`src/rtl/spaceship_laser.sv`:
```
// Player laser launcher: captures fire presses, flies one shot up the screen
// per video frame, retires it on a hit or at the top edge, then cools down.
module spaceship_laser #(
  parameter logic [10:0] LASER_START_Y   = 11'd440,
  parameter logic [10:0] LASER_PARK_X    = 11'd0,
  parameter logic [10:0] LASER_PARK_Y    = 11'd0,
  parameter logic [10:0] TOP_EDGE        = 11'd5,
  parameter logic [10:0] LASER_SPEED     = 11'd4,
  parameter logic [10:0] LASER_HEIGHT    = 11'd10,
  parameter logic [10:0] LASER_LENGTH    = 11'd3,
  parameter logic [7:0]  COOLDOWN_FRAMES = 8'd15,
  parameter logic [7:0]  COLOR_LASER     = 8'b00111111
) (
  input  logic        clk,
  input  logic        rst,
  input  logic [1:0]  mode,
  input  logic [10:0] xCoord,
  input  logic [10:0] yCoord,
  input  logic        fire,
  input  logic [10:0] spaceship_xCoord,
  input  logic        is_hit,
  output logic [10:0] spaceship_laser_xCoord,
  output logic [10:0] spaceship_laser_yCoord,
  output logic        laser_active,
  output logic        is_laser,
  output logic [7:0]  rgb,
  output logic [7:0]  shots_fired
);

  typedef enum logic [1:0] {IDLE, FLYING, COOLDOWN} state_t;

  localparam logic [10:0] HALF_L   = LASER_LENGTH / 11'd2;
  localparam logic [10:0] HALF_H   = LASER_HEIGHT / 11'd2;
  localparam logic [10:0] EXIT_Y   = TOP_EDGE + LASER_SPEED;

  state_t      state, state_n;
  logic [7:0]  cooldown;
  logic        fire_q, fire_pending;
  logic        clr, step, launch, retire;
  logic [10:0] x_lo, x_hi, y_lo, y_hi;

  // Menu modes hold the block in reset; mode 3 simply freezes it.
  assign clr  = rst || (mode < 2'd2);
  assign step = (xCoord == 11'd0) && (yCoord == 11'd0) && (mode == 2'd2);

  // NOTE: sequential state uses non-blocking assignments so every register
  // samples pre-edge values regardless of block ordering.
  always_ff @(posedge clk) begin
    if (clr) state <= IDLE;
    else     state <= state_n;
  end

  // NOTE: every signal assigned here gets a default first, so no path leaves
  // it unassigned and no latch is inferred.
  always_comb begin
    state_n = state;
    launch  = 1'b0;
    retire  = 1'b0;
    case (state)
      IDLE: if (step && fire_pending) begin
        launch  = 1'b1;
        state_n = FLYING;
      end
      FLYING: if (step && (is_hit || spaceship_laser_yCoord <= EXIT_Y)) begin
        retire  = 1'b1;
        state_n = COOLDOWN;
      end
      COOLDOWN: if (step && cooldown == 8'd0) state_n = IDLE;
      default: state_n = IDLE;
    endcase
  end

  always_ff @(posedge clk) begin
    if (clr) begin
      spaceship_laser_xCoord <= LASER_PARK_X;
      spaceship_laser_yCoord <= LASER_PARK_Y;
      cooldown               <= 8'd0;
      fire_q                 <= 1'b0;
      fire_pending           <= 1'b0;
      shots_fired            <= 8'd0;
    end else begin
      fire_q <= fire;
      // A press landing on the tick clock itself carries into the next frame.
      fire_pending <= (fire && !fire_q) || (fire_pending && !step);
      if (launch) begin
        spaceship_laser_xCoord <= spaceship_xCoord;
        spaceship_laser_yCoord <= LASER_START_Y;
        if (shots_fired != 8'hFF) shots_fired <= shots_fired + 8'd1;
      end else if (retire) begin
        spaceship_laser_xCoord <= LASER_PARK_X;
        spaceship_laser_yCoord <= LASER_PARK_Y;
        cooldown               <= COOLDOWN_FRAMES;
      end else if (step && state == FLYING) begin
        spaceship_laser_yCoord <= spaceship_laser_yCoord - LASER_SPEED;
      end
      if (step && state == COOLDOWN && cooldown != 8'd0)
        cooldown <= cooldown - 8'd1;
    end
  end

  // While flying y stays above TOP_EDGE, so the lower bounds cannot wrap.
  always_comb begin
    x_lo         = spaceship_laser_xCoord - HALF_L;
    x_hi         = spaceship_laser_xCoord + HALF_L;
    y_lo         = spaceship_laser_yCoord - HALF_H;
    y_hi         = spaceship_laser_yCoord + HALF_H;
    laser_active = (state == FLYING);
    is_laser     = laser_active &&
                   (x_lo <= xCoord) && (xCoord <= x_hi) &&
                   (y_lo <= yCoord) && (yCoord <= y_hi);
    rgb          = is_laser ? COLOR_LASER : 8'd0;
  end

endmodule

```
`config.mk`:
```
export PLATFORM = sky130hd
export DESIGN_NAME = spaceship_laser
export DESIGN_NICKNAME = d
export VERILOG_FILES = /design/src/rtl/spaceship_laser.sv
export SDC_FILE = /design/constraint.sdc
export NUM_CORES = 1
export LEC_CHECK = 0
export CORE_MARGIN = 3
export CORE_UTILIZATION = 35
export CTS_CLUSTER_SIZE = 28
export DETAILED_ROUTE_END_ITERATION = 7
export PLACE_DENSITY = 0.62
export SYNTH_ARGS = -nofsm -noshare
export SYNTH_HDL_FRONTEND = slang
export SYNTH_SLANG_ARGS = --single-unit
```
`constraint.sdc`:
```
create_clock -name clk -period 6 [get_ports clk]
set_input_delay 0.9 -clock clk [delete_from_list [all_inputs] [get_ports clk]]
set_output_delay 0.9 -clock clk [all_outputs]
set_load 0.02 [all_outputs]
```
==> results.py <==
metrics = {
    "status": {
        "outcome": "finished, final reports clean",
    },
    "yosys": {
        "synthDistinctLibCells": 54,
        "yosysTopAreaCellShare_pct": 21.7,
        "syn-cell-area_mm2": 0.00368,
        "synthArstFlopShare_pct": 0,
        "ys_seq_area_share_pct": 21.7,
        "synth.largest_area_cell": "dfxtp_1",
        "synth_edf_count": 0,
        "ys_ff_latch": 40,
        "syn_avg_cell_area_um2": 8.10,
        "syn_inst": 455,
        "yosys_most_used_dff": "dfxtp_1",
        "ys_warn_count": 0,
        "ys_top_cells_by_area": "dfxtp_1 (22%), ha_1 (17%), xnor2_1 (5.9%)",
    },
    "sta": {
        "max_freq_mhz": 190,
        "rsz0062_at_grt": "false",
        "drv_slew": 0,
        "finClkSkew_ns": 0.00499,
        "setup_viol": 0,
        "relSlewSlack_pct": 19.4,
        "hold_viol": 0,
        "setup_slack_ns": 0.750,
        "fin_crit_ns": 5.25,
        "finalCritPeriodShare_pct": 87.5,
        "setup_tns_ns": 0,
        "worstMarginPinSlew_ns": 1.20,
    },
    "worst_hold_path": {
        "hold_class": "reg -> reg",
        "hold_depth": 1,
        "hold_end": "cooldown[0]$_SDFFE_PP0P_",
        "hp-start": "cooldown[0]$_SDFFE_PP0P_",
    },
    "cts": {
        "clock-sinks": 40,
        "clockBufferDepth": 2,
        "cts_resized": 0,
        "cts_tree": "yes",
        "cts_buffers": 5,
        "cts-root-buf": "clkbuf_8",
        "clk_pin_slew_worst_paths_ns": 0.07,
        "htreeDepth": 2,
        "postCtsSetupRepairBufs": 0,
        "ctsHoldBuffers": 0,
        "clk_latency_ns": 0.29,
    },
    "pwr": {
        "p_leak_nw": 1.71,
        "p_int_mw": 0.386,
        "p_per_area_mw_per_mm2": 115,
        "combPwrFrac_pct": 15.5,
        "switching_share_pct": 25.7,
        "p_clk_share_pct": 33.2,
        "p_seq_share_pct": 51.3,
        "vdd_ir_drop_max_mv": 0.0701,
        "p_switching_mw": 0.133,
    },
    "finish": {
        "area_growth_pct": 22.5,
        "drive_gt1_share_pct": 5.50,
        "final_cells": 642,
        "layout_commonest_cell": "clkdlybuf4s50_1",
        "final_cell_mix": "clkdlybuf4s50_1 (74), ha_1 (51), dfxtp_1 (40)",
        "final_nets": 599,
        "fillers": 1004,
        "n_antenna_cell": 0,
    },
    "placement": {
        "io_buffers": 74,
        "pre_cts_ws_ns": 1.06,
        "gp_congestion": 0.846,
        "dp_hpwl_um": 7500,
        "place_inst": 635,
    },
    "detailed_routing": {
        "first_pass_iters": 4,
        "viasPerCell": 5.20,
        "drt-total-wl_um": 9390,
        "antenna_left": 0,
        "via_count": 3340,
        "drcViolationCount": 0,
        "first_iter_violations": 139,
        "wire_per_inst_um": 14.6,
    },
    "global_route": {
        "grt_pass1_vias": 3240,
        "grt-ovfl-total": 0,
        "grt_usage_pct": 16.7,
        "antenna_found_initial": 0,
        "grt_pass1_wl_um": 15800,
        "grt_max_degree": 22,
    },
    "floorplan": {
        "die_h_um": 109,
        "core_area_mm2": 0.0100,
        "io-pin-count": 79,
        "initial_core_util_pct": 36.8,
        "die_w_um": 109,
        "num_rows": 36,
        "die-area_mm2": 0.0118,
    },
    "worst_setup_path": {
        "r2r_slack_ns": 3.77,
        "crit_fanout": 7,
        "regToRegStartpoint": "spaceship_laser_yCoord[3]$_SDFFE_PP0P_",
        "cp.arrival_ns": 4.35,
        "endpoint_kind": "primary output",
        "r2r_cells": 7,
        "start_kind": "flop",
        "path_class": "reg -> out",
        "worstPathRequired_ns": 5.10,
        "r2r_end": "spaceship_laser_yCoord[9]$_SDFFE_PP0P_",
    },
    "flow_run": {
        "maxCapViolations": 0,
    },
}
## cell usage after synthesis (3+ instances only)
cell type  count
dfxtp_1       40
xnor2_1       25
o21ai_0       15
nor3b_1        3
a21oi_1       21
o21ai_1        3
buf_2          4
nand2_1       35
nor4_1        11
nor2_1        33
xor2_1        16
buf_4         10
ha_1          51
and4_1         5
and3_1         8
nor4_2         5
and2_1         4
mux2i_1        3
nor3_1        19
a211oi_1      10
nand3_1       13
a22o_1        11
or3_1          4
nand4_1       11
clkbuf_1      14
inv_1         34
o31ai_1        4
nor2b_1        5
nand3b_1       4
nand2b_1       5
## registers in the layout, indices dropped and copies added, names as in the netlist
| name | cells |
|---|---|
| fire_q | 1 |
| spaceship_laser_yCoord | 9 |
| fire_pending | 1 |
| shots_fired | 8 |
| state | 2 |
| spaceship_laser_xCoord | 11 |
| cooldown | 8 |
## power groups by stage
stage	logic (mW)	registers (mW)	clock network [mW]
2_1_floorplan	0.0406	0.272	0
3_3_place_gp	0.0793	0.272	0
3_5_place_dp	0.0804	0.272	0
4_1_cts	0.0809	0.266	0.178
5_1_grt	0.0914	0.266	0.188
6_report	0.0804	0.266	0.172
## critical path, cell delays in order (launching register included)
cell             delay [ns]
dfxtp_1                0.39
inv_1                  0.20
ha_1                   0.23
or3b_4                 0.41
or3_4                  0.35
xnor2_1                0.13
ha_1                   0.29
and4_1                 0.22
nand4_1                0.10
o22ai_1                0.16
a21oi_1                0.07
nor4_1                 0.74
clkdlybuf4s50_1        0.76
## metal layers
metal,vias to the layer above,track usage [%],share of wire [%]
met4,0,3.97,1.4
met2,75,28.2,47
met3,12,2.75,4.3
li1,1713,-,-
met1,1540,22.3,47
met5,-,0,0
## worst max-delay path by stage
stage / to / depth (start not counted) / from / slack, ns
finish: rgb[5] / 12 / spaceship_laser_yCoord[3]$_SDFFE_PP0P_ / 0.75
global route: rgb[5] / 12 / spaceship_laser_yCoord[3]$_SDFFE_PP0P_ / 0.34
CTS: rgb[5] / 12 / spaceship_laser_yCoord[3]$_SDFFE_PP0P_ / 0.74
detailed placement: rgb[5] / 12 / spaceship_laser_yCoord[3]$_SDFFE_PP0P_ / 1.06
global placement: is_laser / 9 / xCoord[4] / 1.22
floorplan: rgb[0] / 12 / spaceship_laser_yCoord[3]$_SDFFE_PP0P_ / 1.24
## area by class of cell
| type | count | area [µm²] | share of cell area, % |
|---|---|---|---|
| Clock inverter | 1 | 5.00 | 0.111 |
| Multi-Input combinational cell | 352 | 2590 | 57.4 |
| Sequential cell | 40 | 801 | 17.7 |
| Timing Repair Buffer | 75 | 748 | 16.6 |
| Clock buffer | 6 | 72.6 | 1.61 |
| Tap cell | 133 | 166 | 3.69 |
| Inverter | 35 | 131 | 2.91 |
## per-stage QoR
step / hold WS [ns] / total power [mW] / cell area, µm² / utilization, %
final: 0.484 / 0.519 / 4510 / 45.1
after global routing: 0.527 / 0.546 / 4510 / 45.1
after CTS: 0.488 / 0.525 / 4510 / 45.1
after detailed placement: 0.476 / 0.353 / 4440 / 44.4
after global placement: 0.469 / 0.352 / 4440 / 44.4
after floorplan: 0.452 / 0.313 / 3690 / -
## cells by family after synthesis
group / after synthesis / share of synthesized area [%]
and+or+nand+nor: 178 / 27.6
AOI/OAI and AO/OA: 75 / 14.3
buffers and inverters: 66 / 8.29
adders and majority gates: 51 / 17.3
xor gates and xnor gates: 41 / 9.75
DFF: 40 / 21.7
muxes: 3 / 0.815
other: 1 / 0.102
Power figures use the tool's default switching activity.
